`config.mk`:
```
export PLATFORM = sky130hd
export DESIGN_NAME = mem_bus_arbiter_flat
export DESIGN_NICKNAME = d
export VERILOG_FILES = /design/src/rtl/mem_bus_if.sv /design/src/rtl/mem_bus_arbiter.sv /design/src/flat_wrapper.sv
export SDC_FILE = /design/constraint.sdc
export NUM_CORES = 1
export LEC_CHECK = 0
export ABC_AREA = 1
export BUFFER_PORTS_ARGS = -buffer_cell sky130_fd_sc_hd__buf_2
export CORE_MARGIN = 5
export CORE_UTILIZATION = 25
export DETAILED_ROUTE_END_ITERATION = 12
export SYNTH_ARGS = -nofsm -noshare
export SYNTH_HDL_FRONTEND = slang
export SYNTH_SLANG_ARGS = --single-unit
```
`constraint.sdc`:
```
create_clock -name clk -period 1.65 [get_ports clk]
set_input_delay 0 -clock clk [delete_from_list [all_inputs] [get_ports clk]]
set_output_delay 0 -clock clk [all_outputs]
set_load 0.1 [all_outputs]
```
`src/rtl/mem_bus_if.sv`:
```
// mem_bus_if: single req/ack memory port shared by both caches.
//   memReq   - request held high until acknowledged or abandoned
//   memWe    - 1 = write, 0 = read
//   memAddr  - request address
//   memWdata - write data
//   memAck   - one-cycle acknowledge; memRdata is valid in that cycle
//   memRdata - read data from memory
// The master modport is the arbiter side; the slave modport is the memory.
interface mem_bus_if #(
    parameter int ADDRWIDTH = 16,
    parameter int WORDWIDTH = 16
);
    logic                 memReq;
    logic                 memWe;
    logic [ADDRWIDTH-1:0] memAddr;
    logic [WORDWIDTH-1:0] memWdata;
    logic                 memAck;
    logic [WORDWIDTH-1:0] memRdata;

    modport master (
        output memReq, memWe, memAddr, memWdata,
        input  memAck, memRdata
    );

    modport slave (
        input  memReq, memWe, memAddr, memWdata,
        output memAck, memRdata
    );
endinterface

```
`src/rtl/mem_bus_arbiter.sv`:
```
// mem_bus_arbiter: grants one of two snooping caches at a time onto a single
// req/ack memory port. Write-backs beat reads; ties go to the round-robin
// favourite. Each granted transaction ends with a one-cycle completion pulse
// to the owner, or, if memory never answers, a sticky timeout flag.
//   clk, reset                  - clock, asynchronous active-high reset
//   rwFromCacheN                - RD=0, WT=1, IDEL=2 (3 = no request)
//   addrFromCacheN/dataFromCacheN - request address / write data
//   readEnToCacheN              - read-complete pulse
//   writeDoneToCacheN           - write-complete pulse
//   dataToCaches                - data of the most recent completed read
//   addrToCaches                - address of the current/last grant
//   grant                       - one-hot owner, 0 when idle
//   timeoutErr                  - sticky memory timeout flag
//   mem                         - memory port (master side)
module mem_bus_arbiter #(
    parameter int ADDRWIDTH = 16,
    parameter int WORDWIDTH = 16,
    parameter int TIMEOUT   = 255
) (
    input  logic                 clk,
    input  logic                 reset,
    input  logic [1:0]           rwFromCache0,
    input  logic [1:0]           rwFromCache1,
    input  logic [ADDRWIDTH-1:0] addrFromCache0,
    input  logic [ADDRWIDTH-1:0] addrFromCache1,
    input  logic [WORDWIDTH-1:0] dataFromCache0,
    input  logic [WORDWIDTH-1:0] dataFromCache1,
    output logic                 readEnToCache0,
    output logic                 readEnToCache1,
    output logic                 writeDoneToCache0,
    output logic                 writeDoneToCache1,
    output logic [WORDWIDTH-1:0] dataToCaches,
    output logic [ADDRWIDTH-1:0] addrToCaches,
    output logic [1:0]           grant,
    output logic                 timeoutErr,
    mem_bus_if.master            mem
);

    localparam logic [1:0] RW_RD = 2'd0;
    localparam logic [1:0] RW_WT = 2'd1;

    localparam int              CNT_W    = $clog2(TIMEOUT + 1);
    localparam logic [CNT_W-1:0] CNT_LAST = CNT_W'(TIMEOUT - 1);
    localparam logic [CNT_W-1:0] CNT_MAX  = '1;

    typedef enum logic [1:0] {
        S_IDLE,
        S_BUSY,
        S_DONE
    } state_t;

    state_t           state, next_state;
    logic             rr_ptr;      // 0 favours cache0, 1 favours cache1
    logic [CNT_W-1:0] tmo_cnt;     // BUSY cycles spent without memAck

    logic wt0, wt1, rd0, rd1;
    logic pick1;                   // arbitration result: 1 = cache1 wins
    logic start, acked, timed_out;

    assign wt0 = (rwFromCache0 == RW_WT);
    assign wt1 = (rwFromCache1 == RW_WT);
    assign rd0 = (rwFromCache0 == RW_RD);
    assign rd1 = (rwFromCache1 == RW_RD);

    // Write class first, then read class; a tie within a class (including
    // the no-request case, which is never used) goes to the pointer.
    always_comb begin
        if (wt0 != wt1)      pick1 = wt1;
        else if (wt0)        pick1 = rr_ptr;
        else if (rd0 != rd1) pick1 = rd1;
        else                 pick1 = rr_ptr;
    end

    always_ff @(posedge clk or posedge reset) begin
        if (reset) state <= S_IDLE;
        else       state <= next_state;
    end

    // NOTE: every combinational output gets a default before the case so no
    // path leaves it unassigned and a latch can never be inferred.
    always_comb begin
        next_state = state;
        start      = 1'b0;
        acked      = 1'b0;
        timed_out  = 1'b0;
        case (state)
            S_IDLE: begin
                if (wt0 || wt1 || rd0 || rd1) begin
                    next_state = S_BUSY;
                    start      = 1'b1;
                end
            end
            S_BUSY: begin
                if (mem.memAck) begin
                    next_state = S_DONE;
                    acked      = 1'b1;
                end else if (tmo_cnt == CNT_LAST) begin
                    next_state = S_IDLE;
                    timed_out  = 1'b1;
                end
            end
            S_DONE:  next_state = S_IDLE;
            default: next_state = S_IDLE;
        endcase
    end

    // NOTE: registered state uses non-blocking assignments so every flop
    // samples pre-edge values regardless of statement order.
    always_ff @(posedge clk or posedge reset) begin
        if (reset) begin
            rr_ptr            <= 1'b0;
            tmo_cnt           <= '0;
            grant             <= '0;
            mem.memReq        <= 1'b0;
            mem.memWe         <= 1'b0;
            mem.memAddr       <= '0;
            mem.memWdata      <= '0;
            addrToCaches      <= '0;
            dataToCaches      <= '0;
            readEnToCache0    <= 1'b0;
            readEnToCache1    <= 1'b0;
            writeDoneToCache0 <= 1'b0;
            writeDoneToCache1 <= 1'b0;
            timeoutErr        <= 1'b0;
        end else begin
            // Completion pulses live for exactly one cycle.
            readEnToCache0    <= 1'b0;
            readEnToCache1    <= 1'b0;
            writeDoneToCache0 <= 1'b0;
            writeDoneToCache1 <= 1'b0;

            if (start) begin
                grant        <= {pick1, ~pick1};
                rr_ptr       <= ~pick1;
                tmo_cnt      <= '0;
                mem.memReq   <= 1'b1;
                mem.memWe    <= pick1 ? wt1 : wt0;
                mem.memAddr  <= pick1 ? addrFromCache1 : addrFromCache0;
                mem.memWdata <= pick1 ? dataFromCache1 : dataFromCache0;
                addrToCaches <= pick1 ? addrFromCache1 : addrFromCache0;
            end

            if (acked) begin
                mem.memReq <= 1'b0;
                // memWe still holds the latched class of the granted request.
                if (!mem.memWe) dataToCaches <= mem.memRdata;
                readEnToCache0    <= grant[0] & ~mem.memWe;
                readEnToCache1    <= grant[1] & ~mem.memWe;
                writeDoneToCache0 <= grant[0] &  mem.memWe;
                writeDoneToCache1 <= grant[1] &  mem.memWe;
            end else if (timed_out) begin
                mem.memReq <= 1'b0;
                grant      <= '0;
                timeoutErr <= 1'b1;
            end else if (state == S_BUSY && tmo_cnt != CNT_MAX) begin
                tmo_cnt <= tmo_cnt + 1'b1;
            end

            if (state == S_DONE) grant <= '0;
        end
    end

endmodule

```
`src/flat_wrapper.sv`:
```
// flat-port wrapper written by rule: the top's interface ports become plain ports
module mem_bus_arbiter_flat 
#(
    parameter int ADDRWIDTH = 16,
    parameter int WORDWIDTH = 16,
    parameter int TIMEOUT   = 255
)
  (clk, reset, rwFromCache0, rwFromCache1, addrFromCache0, addrFromCache1, dataFromCache0, dataFromCache1, readEnToCache0, readEnToCache1, writeDoneToCache0, writeDoneToCache1, dataToCaches, addrToCaches, grant, timeoutErr, mem_memReq, mem_memWe, mem_memAddr, mem_memWdata, mem_memAck, mem_memRdata);
  mem_bus_if #(.ADDRWIDTH(ADDRWIDTH), .WORDWIDTH(WORDWIDTH)) mem_i ();
  input  logic clk;
  input  logic reset;
  input  logic [1:0] rwFromCache0;
  input  logic [1:0] rwFromCache1;
  input  logic [ADDRWIDTH-1:0] addrFromCache0;
  input  logic [ADDRWIDTH-1:0] addrFromCache1;
  input  logic [WORDWIDTH-1:0] dataFromCache0;
  input  logic [WORDWIDTH-1:0] dataFromCache1;
  output logic readEnToCache0;
  output logic readEnToCache1;
  output logic writeDoneToCache0;
  output logic writeDoneToCache1;
  output logic [WORDWIDTH-1:0] dataToCaches;
  output logic [ADDRWIDTH-1:0] addrToCaches;
  output logic [1:0] grant;
  output logic timeoutErr;
  output wire logic [$bits(mem_i.memReq)-1:0] mem_memReq;
  output wire logic [$bits(mem_i.memWe)-1:0] mem_memWe;
  output wire logic [$bits(mem_i.memAddr)-1:0] mem_memAddr;
  output wire logic [$bits(mem_i.memWdata)-1:0] mem_memWdata;
  input wire logic [$bits(mem_i.memAck)-1:0] mem_memAck;
  input wire logic [$bits(mem_i.memRdata)-1:0] mem_memRdata;
  assign mem_memReq = mem_i.memReq;
  assign mem_memWe = mem_i.memWe;
  assign mem_memAddr = mem_i.memAddr;
  assign mem_memWdata = mem_i.memWdata;
  assign mem_i.memAck = mem_memAck;
  assign mem_i.memRdata = mem_memRdata;
  mem_bus_arbiter #(.ADDRWIDTH(ADDRWIDTH), .WORDWIDTH(WORDWIDTH), .TIMEOUT(TIMEOUT)) u_core (.clk(clk), .reset(reset), .rwFromCache0(rwFromCache0), .rwFromCache1(rwFromCache1), .addrFromCache0(addrFromCache0), .addrFromCache1(addrFromCache1), .dataFromCache0(dataFromCache0), .dataFromCache1(dataFromCache1), .readEnToCache0(readEnToCache0), .readEnToCache1(readEnToCache1), .writeDoneToCache0(writeDoneToCache0), .writeDoneToCache1(writeDoneToCache1), .dataToCaches(dataToCaches), .addrToCaches(addrToCaches), .grant(grant), .timeoutErr(timeoutErr), .mem(mem_i));
endmodule
```
Yosys cells after proc, flatten, opt, wreduce, memory -nomap -nowiden
Index checks and enable logic that the tools add are counted.
{ "totals": {"romBits": 0, "n_memories": 0, "latch_bits": 0, "reg_bits": 68, "ramBits": 0, "inputBits": 87, "output_inout_bits": 73} }
{ "op_classes": {"n_reduce_logical": 11, "n_mul": 0, "n_bitwise": 7, "shifts": 0, "addsub": 1, "eq_ne": 10, "n_div": 0, "order_cmp": 0, "muxes": 32} }
{ "ops": {"columns": ["cell", "n"], "rows": [
  ["$mux W16", 2],
  ["$mux W8", 4],
  ["$mux W1", 18],
  ["$mux W2", 7],
  ["$add A8 B1 Y8 const B", 1],
  ["$eq A8 B8 Y1 const B", 1],
  ["$ne A8 B8 Y1 const B", 1],
  ["$eq A2 B1 Y1 const B", 3],
  ["$logic_not A2 Y1", 3],
  ["$reduce_and A2 Y1", 3],
  ["$and A1 B1 Y1", 4],
  ["$pmux W2 S2", 1],
  ["$logic_or A1 B1 Y1", 3],
  ["$ne A3 B2 Y1 const B", 1],
  ["$not A1 Y1", 3],
  ["$reduce_bool A3 Y1", 1],
  ["$eq A2 B2 Y1 const B", 1],
  ["$ne A1 B1 Y1", 2],
  ["$ne A2 B1 Y1 const B", 1],
  ["$logic_and A1 B1 Y1", 1]
]} }

Depth between registers and ports, before layout
Gate-level depths: netlist of the first run.
{ "logic_depth": {"depth_word": 10, "mapped_depth": 12, "depth_no_buf": 11} }

Worst setup path before layout of the first run
Ideal clock, no wire load.
{ "synth_path": {"kind": "register -> register", "startpoint": "reg u_core.mem.memWe", "endpoint": "reg u_core.dataToCaches[0]", "synth_period_minus_slack_ps": 1911, "path_stages_with_launch": 5, "n_path_buf": 1, "required_time_ps": 1525, "slack_ps": -261, "setup_ps": 125, "t_arrival_ps": 1785, "path_cell_list": "dfrtp_1 > inv_1 > nand2_4 > buf_6 > mux2_4"} }
{ "synth_between": {"elab_chain_cells": 2} }
{ "synth_lines": {"columns": ["item", "line", "source"], "rows": [
  ["start, declared", "mem_bus_if.sv:21", "output memReq, memWe, memAddr, memWdata,"],
  ["start signal, assigned", "mem_bus_arbiter.sv:137", "mem.memWe <= pick1 ? wt1 : wt0;"],
  ["$not A1 Y1", null, null],
  ["$reduce_and A2 Y1 (no line)", null, null],
  ["end signal, assigned", "mem_bus_arbiter.sv:146", "if (!mem.memWe) dataToCaches <= mem.memRdata;"],
  ["end, declared", "mem_bus_arbiter.sv:32", "output logic [WORDWIDTH-1:0] dataToCaches,"]
]} }
Every way passes these cells.
A chain may end at the register's enable or synchronous reset.

Worst setup path after layout of the first run
{ "layout_path": {"startpoint": "reg u_core.rr_ptr", "endpoint": "reg u_core.mem.memWdata[15]"} }
{ "layout_between": {"elab_chain_cells": 4} }
{ "layout_lines": {"columns": ["item", "line", "source"], "rows": [
  ["start, declared", "mem_bus_arbiter.sv:53", "logic rr_ptr;"],
  ["start signal, assigned", "mem_bus_arbiter.sv:134", "rr_ptr <= ~pick1;"],
  ["$mux W1", "mem_bus_arbiter.sv:70", "else if (rd0 != rd1) pick1 = rd1;"],
  ["$mux W1 (*)", "mem_bus_arbiter.sv:69", "else if (wt0) pick1 = rr_ptr;"],
  ["$mux W1 (*)", "mem_bus_arbiter.sv:68", "if (wt0 != wt1) pick1 = wt1;"],
  ["$mux W16 (*)", "mem_bus_arbiter.sv:139", "mem.memWdata <= pick1 ? dataFromCache1 : dataFromCache0;"],
  ["end signal, assigned", "mem_bus_arbiter.sv:139", null],
  ["end, declared", "mem_bus_if.sv:21", null]
]} }
Mark *: on every way between the ends. The rest lies on a longest branch, timed or not.

==> impl_metrics.toml, run 1 <==
[run_status]
status = "completed"

[placement]
dp_slack_ps = 136
dp.cells = 786
numPortBuffers = 159
hpwl_um = 7850
gp_congestion = 0.802

[logic_synthesis]
ys_warn_count = 0
synthCells = 465
synth_area_per_cell_um2 = 7.85
synth_nets = 555
synth_seq_cells = 68
seq_area_frac_synth_pct = 46.6
yosys.cell_types.count = 26
syn_area_mm2 = 0.00365

[grt]
grt_pass1_vias = 3727
grt_pass1_wl_um = 18700
grt_start_max_net_pins = 42
antenna_found_initial = 0
track_usage_pct = 13.9
grt_overflow = 0

[critical_path]
worst_setup_path_end_kind = "flip-flop"
r2r_slack_ps = 200
start_kind = "flip-flop"
path_max_fanout = 20
path_class = "reg2reg"
crit_arrival_ps = 1680
worstPathRequired_ps = 1880

[clock_network]
cts_buffers = 9
clk_latency_ps = 330
cts_max_level = 3
cts-root-buf = "clkbuf_16"
cts_num_sinks = 68
clk_transition_reported_paths_ps = 50
cts_tree = "built"
cts_buffer_depth = 2

[floorplan]
dieWidth_um = 131
io-pin-count = 160
core_area_mm2 = 0.0144
rows = 44
chipHeight_um = 131
design.die.area_mm2 = 0.0171
start_util_pct = 25.3

[sta]
tightest_slew_ps = 530
fmax_mhz = 689
setup_ws_ps = 198
slew_headroom_pct = 64.9
skew_ps = 3.18
finalHoldViolCount = 0
rsz0062_at_grt = "no"
setup_tns_ps = 0
period_needed_ps = 1450
setup_viol = 0
final_max_slew_viol_count = 0
finalCritPeriodShare_pct = 88.0

[final_layout]
nNetsFinal = 777
final_cell_count_no_fill = 874
drive_gt1_share_pct = 31.0
nFillCells = 1479
diodes = 0
syn_to_final_growth_pct = 53.0

[route]
routed_wl_um = 11300
wl_per_cell_um = 12.9
drtIter0Drc = 101
drc_errors = 0
num_vias = 3640
drt_first_pass_iters = 4
via_per_inst = 4.16
ant_nets = 0

[job]
max_cap_viol_count = 0

[hold_path]
hold_path.class = "in2reg"
-- final cells by class --
| type | instances | area (um2) | share of cell area, % |
|---|---|---|---|
| Timing Repair Buffer | 246 | 1660 | 29.6 |
| Multi-Input combinational cell | 272 | 1400 | 25.0 |
| Inverter | 90 | 342 | 6.11 |
| Clock inverter | 2 | 12.5 | 0.224 |
| Clock buffer | 12 | 246 | 4.41 |
| Sequential cell | 68 | 1700 | 30.5 |
| Tap cell | 184 | 230 | 4.12 |
-- timing repair --
action | 4_1_cts | 5_1_grt
endpoints found under the hold margin | 64 | 0
setup buffers | 0 | 1
endpoints found under the setup margin | 0 | 7
resized for setup | 0 | 2
hold buffers | 73 | 0
-- final timing paths --
path	endpoint	from	cells after the start
worst min register to register	u_core.mem.memWdata[12]	u_core.mem.memWdata[12]	2
worst max-delay path	u_core.mem.memWdata[15]	u_core.rr_ptr	7
worst max register to register	u_core.mem.memWdata[15]	u_core.rr_ptr	7
worst min-delay path	u_core.addrToCaches[1]	addrFromCache0[1]	5
max in group asynchronous	u_core.addrToCaches[15]	reset	4
min in group asynchronous	u_core.addrToCaches[7]	reset	3
-- through the flow --
step | utilization [%] | hold slack (ps) | instance area [um2]
floorplan | - | 149 | 3660
global placement | 31.8 | 8.08 | 4580
detailed placement | 31.8 | 20.9 | 4580
CTS | 38.6 | 1.77 | 5570
global route | 38.7 | 33.3 | 5590
finish | 38.7 | 6.07 | 5590
-- logic make-up (layout without fill, tap and decap cells) --
logic type / Yosys count / in the layout / share of synthesized area [%]
AOI/OAI and AO/OA: 11 / 11 / 1.58
xor gates and xnor gates: 2 / 2 / 0.480
adders and majority gates: 3 / 3 / 1.03
buffers and inverters: 125 / 350 / 15.5
DFF: 68 / 68 / 46.6
muxes: 16 / 16 / 5.76
and+or+nand+nor: 240 / 240 / 29.1
-- sequential cells by signal, summed over array words and instances, names as in the netlist, 2 cells and up --
name and count:
u_core.addrToCaches 16, u_core.dataToCaches 16, u_core.grant 2, u_core.mem.memWdata 16
u_core.state 2, u_core.tmo_cnt 8
-- synthesized netlist by cell type --
master    number  area [um2]
mux2_4         8         120
nand3_2        2        20.0
clkinv_1       1        3.75
inv_1         88         330
nor2_8         1        20.0
nand2_2        1        6.26
o21ai_0        8        40.0
nor3_1         3        15.0
o211ai_1       1        7.51
nor2_2         2        12.5
buf_6          2        22.5
buf_4         17         128
a21oi_1        2        10.0
inv_2          1        3.75
clkbuf_1       3        11.3
nand2_1      135         507
nand4_1        4        25.0
ha_1           3        37.5
nand2_4        2        22.5
buf_2         13        65.1
xor2_1         1        8.76
dfrtp_1       68        1700
nor2_1        12        45.0
xnor2_1        1        8.76
nand3_1       78         390
mux2_2         8        90.1
-- worst max-delay path: stages, from the launching register on --
cell and delay (ps):
dfrtp_1 420, o21ai_0 210, nand3_2 120, nand2_2 80, buf_4 250, nand2_1 130
nand3_1 90, nand2_1 50
-- per-layer routing --
metal  global-route usage, %  part of all wire, %
met5                       0                    0
met2                    22.7                   48
met4                    5.93                  2.0
met1                    17.4                   43
met3                    3.58                  6.1
-- layout by cell type, fill, tap and decap left out, types with 2 or more instances in the layout --
cell / netlist / routed
mux2_2: 8 / 8
nor2_1: 12 / 12
o21ai_0: 8 / 8
buf_12: 0 / 2
nand3_1: 78 / 78
nand2_4: 2 / 2
buf_4: 17 / 12
nand2_1: 135 / 134
a21oi_1: 2 / 2
clkbuf_16: 0 / 9
nor3_1: 3 / 3
dlygate4sd3_1: 0 / 73
nand2_2: 1 / 2
mux2_4: 8 / 8
inv_1: 88 / 87
dfrtp_1: 68 / 67
ha_1: 3 / 2
nand4_1: 4 / 4
buf_2: 13 / 159
clkinvlp_4: 0 / 2
clkbuf_1: 3 / 2
nor2_2: 2 / 2
Power of run 1 is not shown: default switching activity piles up to over one toggle a cycle in this logic, so the estimate is an artifact.
==> run 2: changes to the inputs <==
Settings changed: CORE_UTILIZATION 25 to 46, PLACE_DENSITY set to 0.78.
Clock period 1.65 ns to 1.6 ns, I/O delays scaled along.
==> impl_metrics.toml, run 2 (synthesized netlist as in run 1, its figures left out) <==
[floorplan]
rows = 32
chipHeight_um = 99.1
core_area_mm2 = 0.00773
io-pin-count = 160
dieWidth_um = 99.1
design.die.area_mm2 = 0.00982
start_util_pct = 47.3

[clock_network]
cts_buffers = 9
cts_buffer_depth = 2
clk_latency_ps = 340
cts-root-buf = "clkbuf_8"
cts_max_level = 3
cts_num_sinks = 68
cts_tree = "built"
clk_transition_reported_paths_ps = 80

[final_layout]
top_regs = "u_core.addrToCaches x16, u_core.dataToCaches x16, u_core.mem.memWdata x16"
nFillCells = 545
layout_common_cells = "buf_2, nand2_1, inv_1"
fin_util_pct = 70.2
drive_gt1_share_pct = 31.3
diodes = 0
syn_to_final_growth_pct = 48.4
nNetsFinal = 773
final_common_cell = "buf_2"

[sta]
tightest_slew_ps = 529
finalCritPeriodShare_pct = 90.5
skew_ps = 7.08
rsz0062_at_grt = "no"
fmax_mhz = 691
setup_ws_ps = 153
slew_headroom_pct = 64.6
final_max_slew_viol_count = 0
setup_viol = 0
finalHoldViolCount = 0
period_needed_ps = 1450
setup_tns_ps = 0

[critical_path]
worstPathRequired_ps = 1830
start_kind = "flip-flop"
crit_arrival_ps = 1680
crit_slowest_cell = "dfrtp_1"
reg2reg_depth = 8
critical_path_cell_count = 8
critPathTopFamily = "simple AND/OR/NAND/NOR gates"
path_buf_inv = 2
crit_chain = "ha_2 -> inv_1 -> nor2_2 -> nand2_1 -> nand3_4 -> inv_1 -> nand3_1 -> nand2_1"
path_class = "reg2reg"
slowest_delay_ps = 420
path_max_fanout = 13
worst_setup_path_end_kind = "flip-flop"

[grt]
grt_pass1_vias = 3898
track_usage_pct = 22.8
grt_overflow = 0
antenna_found_initial = 1
grt_pass1_wl_um = 18200
grt_start_max_net_pins = 35

[placement]
dp_slack_ps = 77.0
hpwl_um = 6920
gp_congestion = 0.823
numPortBuffers = 159

[route]
via_per_inst = 4.81
ant_nets = 0
drtIter0Drc = 207
drc_errors = 0
routed_wl_um = 11200
wl_per_cell_um = 14.1
drt_first_pass_iters = 5
num_vias = 3799

[hold_path]
hold_depth = 5
hold_path.class = "in2reg"

[job]
max_cap_viol_count = 0

[run_status]
status = "completed"
-- run 2: cell types whose count changed in the layout (fill, tap and decap cells not counted), moves of 2 or more --
cell,before,now
clkbuf_8,1,11
clkbuf_1,2,0
buf_4,12,7
clkbuf_16,9,0
-- run 2: area by class of cell --
type	count	area (um2)	share of cell area, %
clock buffers	11	151	2.79
clock inverters	5	58.8	1.08
inverters	90	342	6.30
multi-input cells	272	1400	25.8
flip-flops and latches	68	1700	31.4
well taps	102	128	2.35
repair buffers	242	1640	30.2
-- run 2: layer usage --
layer,GRT usage [%],up-vias,routed length [um]
met5,0,-,7
met1,27.2,1733,4150
met4,7.67,2,213
li1,-,1833,-
met3,7.08,30,1050
met2,39.2,201,5740
-- run 2: repair_timing --
item	in CTS	in global routing
buffers inserted	0	0
hold buffers	73	0
resized for setup	0	4
endpoints found under the hold margin	71	0
endpoints found under the setup margin	0	8
-- run 2: per-stage QoR --
step | cells | hold slack (ps) | instance area (um2)
after floorplan | 465 | 149 | 3660
after global placement | 701 | 65.9 | 4470
after detailed placement | 701 | 68.6 | 4470
after CTS | 790 | 3.01 | 5410
after global routing | 790 | 23.4 | 5420
final | 790 | 5.74 | 5420
-- run 2: final timing paths --
kind                                           end  slack, ps                    start
setup / recovery                 u_core.tmo_cnt[5]        150        u_core.tmo_cnt[1]
hold / removal              u_core.addrToCaches[1]          6        addrFromCache1[1]
setup reg to reg                 u_core.tmo_cnt[5]        150        u_core.tmo_cnt[1]
hold reg to reg            u_core.mem.memWdata[14]        480  u_core.mem.memWdata[14]
max in group asynchronous        u_core.tmo_cnt[0]        780                    reset
min in group asynchronous        u_core.tmo_cnt[4]        260                    reset
-- run 2: worst register-to-register path: stages (launching register included) --
cell and delay, ps:
dfrtp_1 420, ha_2 250, inv_1 60, nor2_2 150, nand2_1 140, nand3_4 180
inv_1 60, nand3_1 60, nand2_1 50
Power of run 2 is left out for the same reason.
